--- src/rtl/lcd_timing_pkg.sv ---
// Purpose : shared timing constants, coordinate/colour types for the 800x480 RGB panel path.
// Latency : n/a (types and constants only).
// Backpressure: n/a.
package lcd_timing_pkg;

   localparam int COORD_W = 11;
   localparam int RGB_W   = 24;

   typedef logic [COORD_W-1:0] coord_t;
   typedef logic [RGB_W-1:0]   rgb_t;

   // 800x480 panel timing, in pclk (horizontal) and lines (vertical).
   // Counters are COORD_W bits, so both totals must stay at or below 2047.
   localparam int LCD_H_SYNC  = 128;
   localparam int LCD_H_BACK  = 88;
   localparam int LCD_H_DISP  = 800;
   localparam int LCD_H_TOTAL = 1056;
   localparam int LCD_V_SYNC  = 2;
   localparam int LCD_V_BACK  = 33;
   localparam int LCD_V_DISP  = 480;
   localparam int LCD_V_TOTAL = 525;

   // First active column/row, counted from the start of the sync pulse.
   localparam int LCD_H_START = LCD_H_SYNC + LCD_H_BACK;
   localparam int LCD_V_START = LCD_V_SYNC + LCD_V_BACK;

   localparam rgb_t WHITE = 24'hFF_FFFF;
   localparam rgb_t BLACK = 24'h00_0000;

endpackage

--- src/rtl/lcd_timing_driver_if.sv ---
// Purpose : pixel request bus (to the overlay) plus the RGB panel pins, bundled.
// Latency : n/a (wires only).
// Backpressure: none; the panel is a free-running stream and the overlay must keep up.
// Ports   : master = timing driver (drives coords/request/panel pins, takes pixel_data);
//           slave  = pixel producer + panel side.
interface lcd_timing_driver_if;
   import lcd_timing_pkg::*;

   coord_t pixel_xpos;
   coord_t pixel_ypos;
   logic   data_req;
   rgb_t   pixel_data;
   logic   lcd_hs;
   logic   lcd_vs;
   logic   lcd_de;
   rgb_t   lcd_rgb;
   logic   lcd_bl;
   logic   frame_done;

   modport master (
      output pixel_xpos, pixel_ypos, data_req,
      output lcd_hs, lcd_vs, lcd_de, lcd_rgb, lcd_bl, frame_done,
      input  pixel_data
   );

   modport slave (
      input  pixel_xpos, pixel_ypos, data_req,
      input  lcd_hs, lcd_vs, lcd_de, lcd_rgb, lcd_bl, frame_done,
      output pixel_data
   );

endinterface

--- src/rtl/lcd_sync_cnt.sv ---
// Purpose : free-running horizontal/vertical position counters for one video frame.
// Latency : counters advance every lcd_pclk; line_end is combinational from h_cnt.
// Backpressure: none; counts unconditionally.
// Ports   : lcd_pclk, sys_rst_n (async, active low); h_cnt, v_cnt, line_end out.
module lcd_sync_cnt
   import lcd_timing_pkg::*;
#(
   parameter int H_TOTAL = LCD_H_TOTAL,
   parameter int V_TOTAL = LCD_V_TOTAL
) (
   input  logic   lcd_pclk,
   input  logic   sys_rst_n,
   output coord_t h_cnt,
   output coord_t v_cnt,
   output logic   line_end
);

   localparam coord_t H_LAST = coord_t'(H_TOTAL - 1);
   localparam coord_t V_LAST = coord_t'(V_TOTAL - 1);

   assign line_end = (h_cnt == H_LAST);

   // v_cnt only moves on the h_cnt wrap, so frame wrap and line wrap share one edge.
   always_ff @(posedge lcd_pclk or negedge sys_rst_n) begin
      if (!sys_rst_n) begin
         h_cnt <= '0;
         v_cnt <= '0;
      end else if (line_end) begin
         h_cnt <= '0;
         v_cnt <= (v_cnt == V_LAST) ? '0 : v_cnt + coord_t'(1);
      end else begin
         h_cnt <= h_cnt + coord_t'(1);
      end
   end

endmodule

--- src/rtl/lcd_timing_driver.sv ---
// Purpose : RGB panel timing generator; issues pixel coordinates and drives sync/DE/RGB pins.
// Latency : coordinates lead lcd_de by 1 pclk so a registered producer lands on the active pixel.
// Backpressure: none; producer must return pixel_data exactly one lcd_pclk after a request.
// Ports   : lcd_pclk, sys_rst_n (async, active low); lcd = master side of lcd_timing_driver_if.
module lcd_timing_driver
   import lcd_timing_pkg::*;
#(
   parameter int H_SYNC  = LCD_H_SYNC,
   parameter int H_BACK  = LCD_H_BACK,
   parameter int H_DISP  = LCD_H_DISP,
   parameter int H_TOTAL = LCD_H_TOTAL,
   parameter int V_SYNC  = LCD_V_SYNC,
   parameter int V_BACK  = LCD_V_BACK,
   parameter int V_DISP  = LCD_V_DISP,
   parameter int V_TOTAL = LCD_V_TOTAL
) (
   input  logic                lcd_pclk,
   input  logic                sys_rst_n,
   lcd_timing_driver_if.master lcd
);

   // Request window opens one column before the first active pixel so that
   // the producer's register stage absorbs the lead.
   localparam coord_t H_REQ_FIRST = coord_t'(H_SYNC + H_BACK - 1);
   localparam coord_t H_REQ_END   = coord_t'(H_SYNC + H_BACK + H_DISP - 1);
   localparam coord_t V_ACT_FIRST = coord_t'(V_SYNC + V_BACK);
   localparam coord_t V_ACT_END   = coord_t'(V_SYNC + V_BACK + V_DISP);
   localparam coord_t H_SYNC_END  = coord_t'(H_SYNC);
   localparam coord_t V_SYNC_END  = coord_t'(V_SYNC);
   localparam coord_t V_LAST      = coord_t'(V_TOTAL - 1);

   coord_t h_cnt;
   coord_t v_cnt;
   logic   line_end;
   logic   data_req;

   logic   de_q;
   logic   hs_q;
   logic   vs_q;
   logic   bl_q;
   logic   frame_done_q;

   lcd_sync_cnt #(
      .H_TOTAL (H_TOTAL),
      .V_TOTAL (V_TOTAL)
   ) u_sync_cnt (
      .lcd_pclk  (lcd_pclk),
      .sys_rst_n (sys_rst_n),
      .h_cnt     (h_cnt),
      .v_cnt     (v_cnt),
      .line_end  (line_end)
   );

   assign data_req = (h_cnt >= H_REQ_FIRST) && (h_cnt < H_REQ_END) &&
                     (v_cnt >= V_ACT_FIRST) && (v_cnt < V_ACT_END);

   // Subtractions are only exposed inside the window, so they never underflow.
   assign lcd.data_req   = data_req;
   assign lcd.pixel_xpos = data_req ? (h_cnt - H_REQ_FIRST) : '0;
   assign lcd.pixel_ypos = data_req ? (v_cnt - V_ACT_FIRST) : '0;

   // Sync, DE and frame strobe all come from the same register stage so they
   // stay mutually aligned one pclk behind the counters.
   always_ff @(posedge lcd_pclk or negedge sys_rst_n) begin
      if (!sys_rst_n) begin
         de_q         <= 1'b0;
         hs_q         <= 1'b1;
         vs_q         <= 1'b1;
         bl_q         <= 1'b0;
         frame_done_q <= 1'b0;
      end else begin
         de_q         <= data_req;
         hs_q         <= (h_cnt >= H_SYNC_END);
         vs_q         <= (v_cnt >= V_SYNC_END);
         bl_q         <= 1'b1;
         frame_done_q <= line_end && (v_cnt == V_LAST);
      end
   end

   assign lcd.lcd_de     = de_q;
   assign lcd.lcd_hs     = hs_q;
   assign lcd.lcd_vs     = vs_q;
   assign lcd.lcd_bl     = bl_q;
   assign lcd.frame_done = frame_done_q;

   // Blanking is forced black whatever the overlay happens to be driving.
   assign lcd.lcd_rgb = de_q ? lcd.pixel_data : BLACK;

endmodule
--- src/flat_wrapper.sv ---
// flat-port wrapper written by rule: the top's interface ports become plain ports
module lcd_timing_driver_flat import lcd_timing_pkg::*;
#(
   parameter int H_SYNC  = LCD_H_SYNC,
   parameter int H_BACK  = LCD_H_BACK,
   parameter int H_DISP  = LCD_H_DISP,
   parameter int H_TOTAL = LCD_H_TOTAL,
   parameter int V_SYNC  = LCD_V_SYNC,
   parameter int V_BACK  = LCD_V_BACK,
   parameter int V_DISP  = LCD_V_DISP,
   parameter int V_TOTAL = LCD_V_TOTAL
)
  (lcd_pclk, sys_rst_n, lcd_pixel_xpos, lcd_pixel_ypos, lcd_data_req, lcd_lcd_hs, lcd_lcd_vs, lcd_lcd_de, lcd_lcd_rgb, lcd_lcd_bl, lcd_frame_done, lcd_pixel_data);
  lcd_timing_driver_if lcd_i ();
  input  logic lcd_pclk;
  input  logic sys_rst_n;
  output wire logic [$bits(lcd_i.pixel_xpos)-1:0] lcd_pixel_xpos;
  output wire logic [$bits(lcd_i.pixel_ypos)-1:0] lcd_pixel_ypos;
  output wire logic [$bits(lcd_i.data_req)-1:0] lcd_data_req;
  output wire logic [$bits(lcd_i.lcd_hs)-1:0] lcd_lcd_hs;
  output wire logic [$bits(lcd_i.lcd_vs)-1:0] lcd_lcd_vs;
  output wire logic [$bits(lcd_i.lcd_de)-1:0] lcd_lcd_de;
  output wire logic [$bits(lcd_i.lcd_rgb)-1:0] lcd_lcd_rgb;
  output wire logic [$bits(lcd_i.lcd_bl)-1:0] lcd_lcd_bl;
  output wire logic [$bits(lcd_i.frame_done)-1:0] lcd_frame_done;
  input wire logic [$bits(lcd_i.pixel_data)-1:0] lcd_pixel_data;
  assign lcd_pixel_xpos = lcd_i.pixel_xpos;
  assign lcd_pixel_ypos = lcd_i.pixel_ypos;
  assign lcd_data_req = lcd_i.data_req;
  assign lcd_lcd_hs = lcd_i.lcd_hs;
  assign lcd_lcd_vs = lcd_i.lcd_vs;
  assign lcd_lcd_de = lcd_i.lcd_de;
  assign lcd_lcd_rgb = lcd_i.lcd_rgb;
  assign lcd_lcd_bl = lcd_i.lcd_bl;
  assign lcd_frame_done = lcd_i.frame_done;
  assign lcd_i.pixel_data = lcd_pixel_data;
  lcd_timing_driver #(.H_SYNC(H_SYNC), .H_BACK(H_BACK), .H_DISP(H_DISP), .H_TOTAL(H_TOTAL), .V_SYNC(V_SYNC), .V_BACK(V_BACK), .V_DISP(V_DISP), .V_TOTAL(V_TOTAL)) u_core (.lcd_pclk(lcd_pclk), .sys_rst_n(sys_rst_n), .lcd(lcd_i));
endmodule
--- config.mk ---
export PLATFORM = sky130hd
export DESIGN_NAME = lcd_timing_driver_flat
export DESIGN_NICKNAME = d
export VERILOG_FILES = /design/src/rtl/lcd_timing_pkg.sv /design/src/rtl/lcd_timing_driver_if.sv /design/src/rtl/lcd_sync_cnt.sv /design/src/rtl/lcd_timing_driver.sv /design/src/flat_wrapper.sv
export SDC_FILE = /design/constraint.sdc
export NUM_CORES = 1
export LEC_CHECK = 0
export BUFFER_PORTS_ARGS = -buffer_cell sky130_fd_sc_hd__buf_2
export CAP_MARGIN = 20
export CORE_AREA = 2 2 74 76
export DETAILED_ROUTE_END_ITERATION = 10
export DIE_AREA = 0 0 76 78
export GPL_ROUTABILITY_DRIVEN = 0
export GPL_TIMING_DRIVEN = 0
export PLACE_DENSITY = 0.64
export SLEW_MARGIN = 15
export SYNTH_ARGS = -nofsm -noshare
export SYNTH_HDL_FRONTEND = slang
export SYNTH_SLANG_ARGS = --single-unit
--- constraint.sdc ---
create_clock -name lcd_pclk -period 2.7 [get_ports lcd_pclk]
set_clock_uncertainty 0.15 [all_clocks]
set_input_delay 0.27 -clock lcd_pclk [delete_from_list [all_inputs] [get_ports lcd_pclk]]
set_output_delay 0.27 -clock lcd_pclk [all_outputs]
set_load 0.01 [all_outputs]
==> impl_metrics.tcl <==
set metrics [dict create \
    min_path_type "primary input to asynchronous set/reset pin" \
    worst_pin_slew_ns 0.617 \
    hold_viol_final 0 \
    wl_met3_um 323 \
    wire_per_inst_um 12.3 \
    layout_commonest_cell "buf_2" \
    stdcell_area_um2 2520 \
    rsz0062_at_grt "false" \
    status "completed" \
    worst-path-buf-inv 3 \
    nets 350 \
    total_power_mw 0.677 \
    synthesis.area_um2 1960 \
    cp_slowest_cell "or3_4" \
    synth_seq_cells 27 \
    leakage_nw 1.40 \
    worstPathRequired_ns 2.28 \
    finalSetupViolations 0 \
    synthCells 235 \
    antenna_found_initial 0 \
    cp_data_arrival_time_ns 2.15 \
    num-fill-cells 495 \
    yosysSeqAreaShare_pct 34.5 \
    clockBufferDepth 2 \
    synth_area_leaders "dfrtp_1 32%, and2_1 8.0%, xnor2_1 7.1%" \
    yosys_warnings 0 \
    slew_headroom_pct 58.9 \
    slew_viol_final 0 \
    final_cell_mix "83 x buf_2, 27 x nor2_1, 25 x and2_1" \
    die_w_um 76 \
    cp-end-kind "output port" \
    cts-htree-levels 1 \
    layout_min_cycle_time_ns 2.57 \
    dpl_cell_area_um2 2440 \
    die_h_um 78 \
    clock-sinks 27 \
    ioPinCount 78 \
    clkTransAtPathRegs_ns 0.10 \
    grt_pass1_wl_um 8130 \
    io_buffers 77 \
    synth-main-ff-cell "dfrtp_1" \
    met1_length_um 2140 \
    irDropWorstVdd_v 0.000154 \
    critPathMaxStageDelay_ns 0.42 \
    cp_top_family "simple AND/OR/NAND/NOR gates" \
    detail_route.vias_per_cell 4.77 \
    ant_nets 0 \
    crit_top_cell "buf_2" \
    synth_edf_count 0 \
    cts-root-buf "clkbuf_8" \
    drt_first_pass_iters 4 \
    holdWs_ns 0.382 \
    cts_buffers 3 \
    wl_met2_um 2230 \
    max_freq_mhz 389 \
    cp_max_fo 10 \
    clkLatencyLatePin_ns 0.28 \
    crit_path_start_kind "flip-flop" \
    drive_above_1_share_pct 36.8 \
    top_layer_used "met4" \
    grt_pass1_vias 1729 \
    fin_crit_sh_pct 95.2 \
    ys_types 41 \
    overflow 0 \
    synth.net_count 266 \
    setup.worst_path.class "flip-flop to output port" \
    tritoncts "done" \
    finalSetupTns_ns 0 \
    grt_util_all_layers_pct 16.6 \
    drc 0 \
    crit_chain "buf_2 > or3_4 > o31ai_2 > and3_4 > nand2_2 > buf_6 > nor2_1 > buf_2" \
    drv_cap 0 \
    rows 26 \
    syn_to_final_growth_pct 28.6 \
    vias 1849 \
    hpwlAfterDp_um 3520 \
    syn_area_per_cell_um2 8.35 \
    antenna_cells 0 \
    final_cells 388 \
    synth_top_area_share_pct 31.9 \
    die_area_um2 5930 \
    grt_max_degree 28 \
    cellPowerDensity_nw_per_um2 268 \
    async_flop_share_pct 100 \
    placed_cells 382 \
    start_util_pct 38.9 \
    synth_largest_area_cell "dfrtp_1" \
    routed_wl_um 4760 \
    drt_iter0_markers 61 \
    core_area_um2 5040 \
]
-- report_power, final --
group | internal [mW] | switching [mW] | leakage, nW
clock | 0.105 | 0.140 | 0.0217
combinational | 0.0138 | 0.0128 | 1.02
sequential | 0.405 | 0.000115 | 0.352
total | 0.524 | 0.153 | 1.40
-- sequential cells by signal (all words and copies together), names as in the netlist --
signal / flops
u_core.u_sync_cnt.v_cnt: 11
u_core.u_sync_cnt.h_cnt: 11
u_core.lcd.lcd_de: 1
u_core.lcd.lcd_vs: 1
u_core.lcd.lcd_bl: 1
u_core.lcd.lcd_hs: 1
u_core.lcd.frame_done: 1
-- cells in the mapped netlist, drive strengths merged, types with 8 or more instances --
cell type	number
dfrtp	25
nand3	10
clkbuf	8
o21ai	12
xor2	12
inv	9
a21oi	8
xnor2	16
nor2	35
and2	25
buf	12
nand2	14
-- stage by stage --
step	util (%)	worst slack, ns
final	50.0	0.129
after global routing	50.0	0.00624
after CTS	49.8	0.0316
after detailed placement	48.3	0.229
after global placement	48.3	0.202
after floorplan	-	0.553
-- final timing paths --
path / start / endpoint / slack (ns) / cells after the start
worst max-delay path: u_core.u_sync_cnt.v_cnt[6]$_DFFE_PN0N_ / lcd_pixel_ypos[3] / 0.13 / 8
max in group asynchronous: sys_rst_n / u_core.u_sync_cnt.v_cnt[1]$_DFFE_PN0N_ / 1.58 / 2
worst min register to register: u_core.u_sync_cnt.v_cnt[10]$_DFFE_PN0N_ / u_core.u_sync_cnt.v_cnt[10]$_DFFE_PN0N_ / 0.39 / 1
worst min-delay path: sys_rst_n / u_core.lcd.lcd_bl$_DFF_PN0_ / 0.38 / 2
worst max register to register: u_core.u_sync_cnt.h_cnt[0]$_DFF_PN0_ / u_core.u_sync_cnt.v_cnt[8]$_DFFE_PN0N_ / 0.48 / 6
min in group lcd_pclk: u_core.u_sync_cnt.v_cnt[10]$_DFFE_PN0N_ / u_core.u_sync_cnt.v_cnt[10]$_DFFE_PN0N_ / 0.39 / 1
-- kinds of logic after synthesis --
family          share of synthesized area (%)
compound gates                           10.5
xor+xnor                                 12.5
fa+ha+maj                                3.19
buf+inv                                  7.84
flops                                    34.5
other cells                             0.191
simple gates                             31.3
-- area by class of cell --
type / instances / area, um2 / share of cell area (%)
inverter: 9 / 33.8 / 1.34
clock inverter: 1 / 7.51 / 0.297
buffer: 19 / 116 / 4.61
sequential: 27 / 679 / 26.9
clock buffer: 3 / 41.3 / 1.64
multi-input combinational: 179 / 1150 / 45.5
timing repair buffer: 80 / 410 / 16.3
tap: 70 / 87.6 / 3.47
-- worst reg2reg max path, delay by kind of cell (launching register included) --
| family | cells | cell delay, ns |
|---|---|---|
| XOR/XNOR | 1 | 0.15 |
| adder cells (fa/ha/maj) | 1 | 0.31 |
| AND/OR/NAND/NOR | 4 | 1.02 |
| flip-flops | 1 | 0.48 |
-- per-layer routing --
layer,track usage (%),up-vias
met2,28.9,73
met3,3.14,5
li1,-,936
met5,0,-
met1,20.7,835
met4,5.82,0
-- repair_timing --
item | in CTS | in global routing
gates resized for setup | 1 | 3
setup buffers | 1 | 1
pin swaps | 1 | 2
endpoints found under the setup margin | 20 | 20
endpoints found under the hold margin | 25 | 0
hold buffers | 1 | 0
Power figures use the tool's default switching activity.
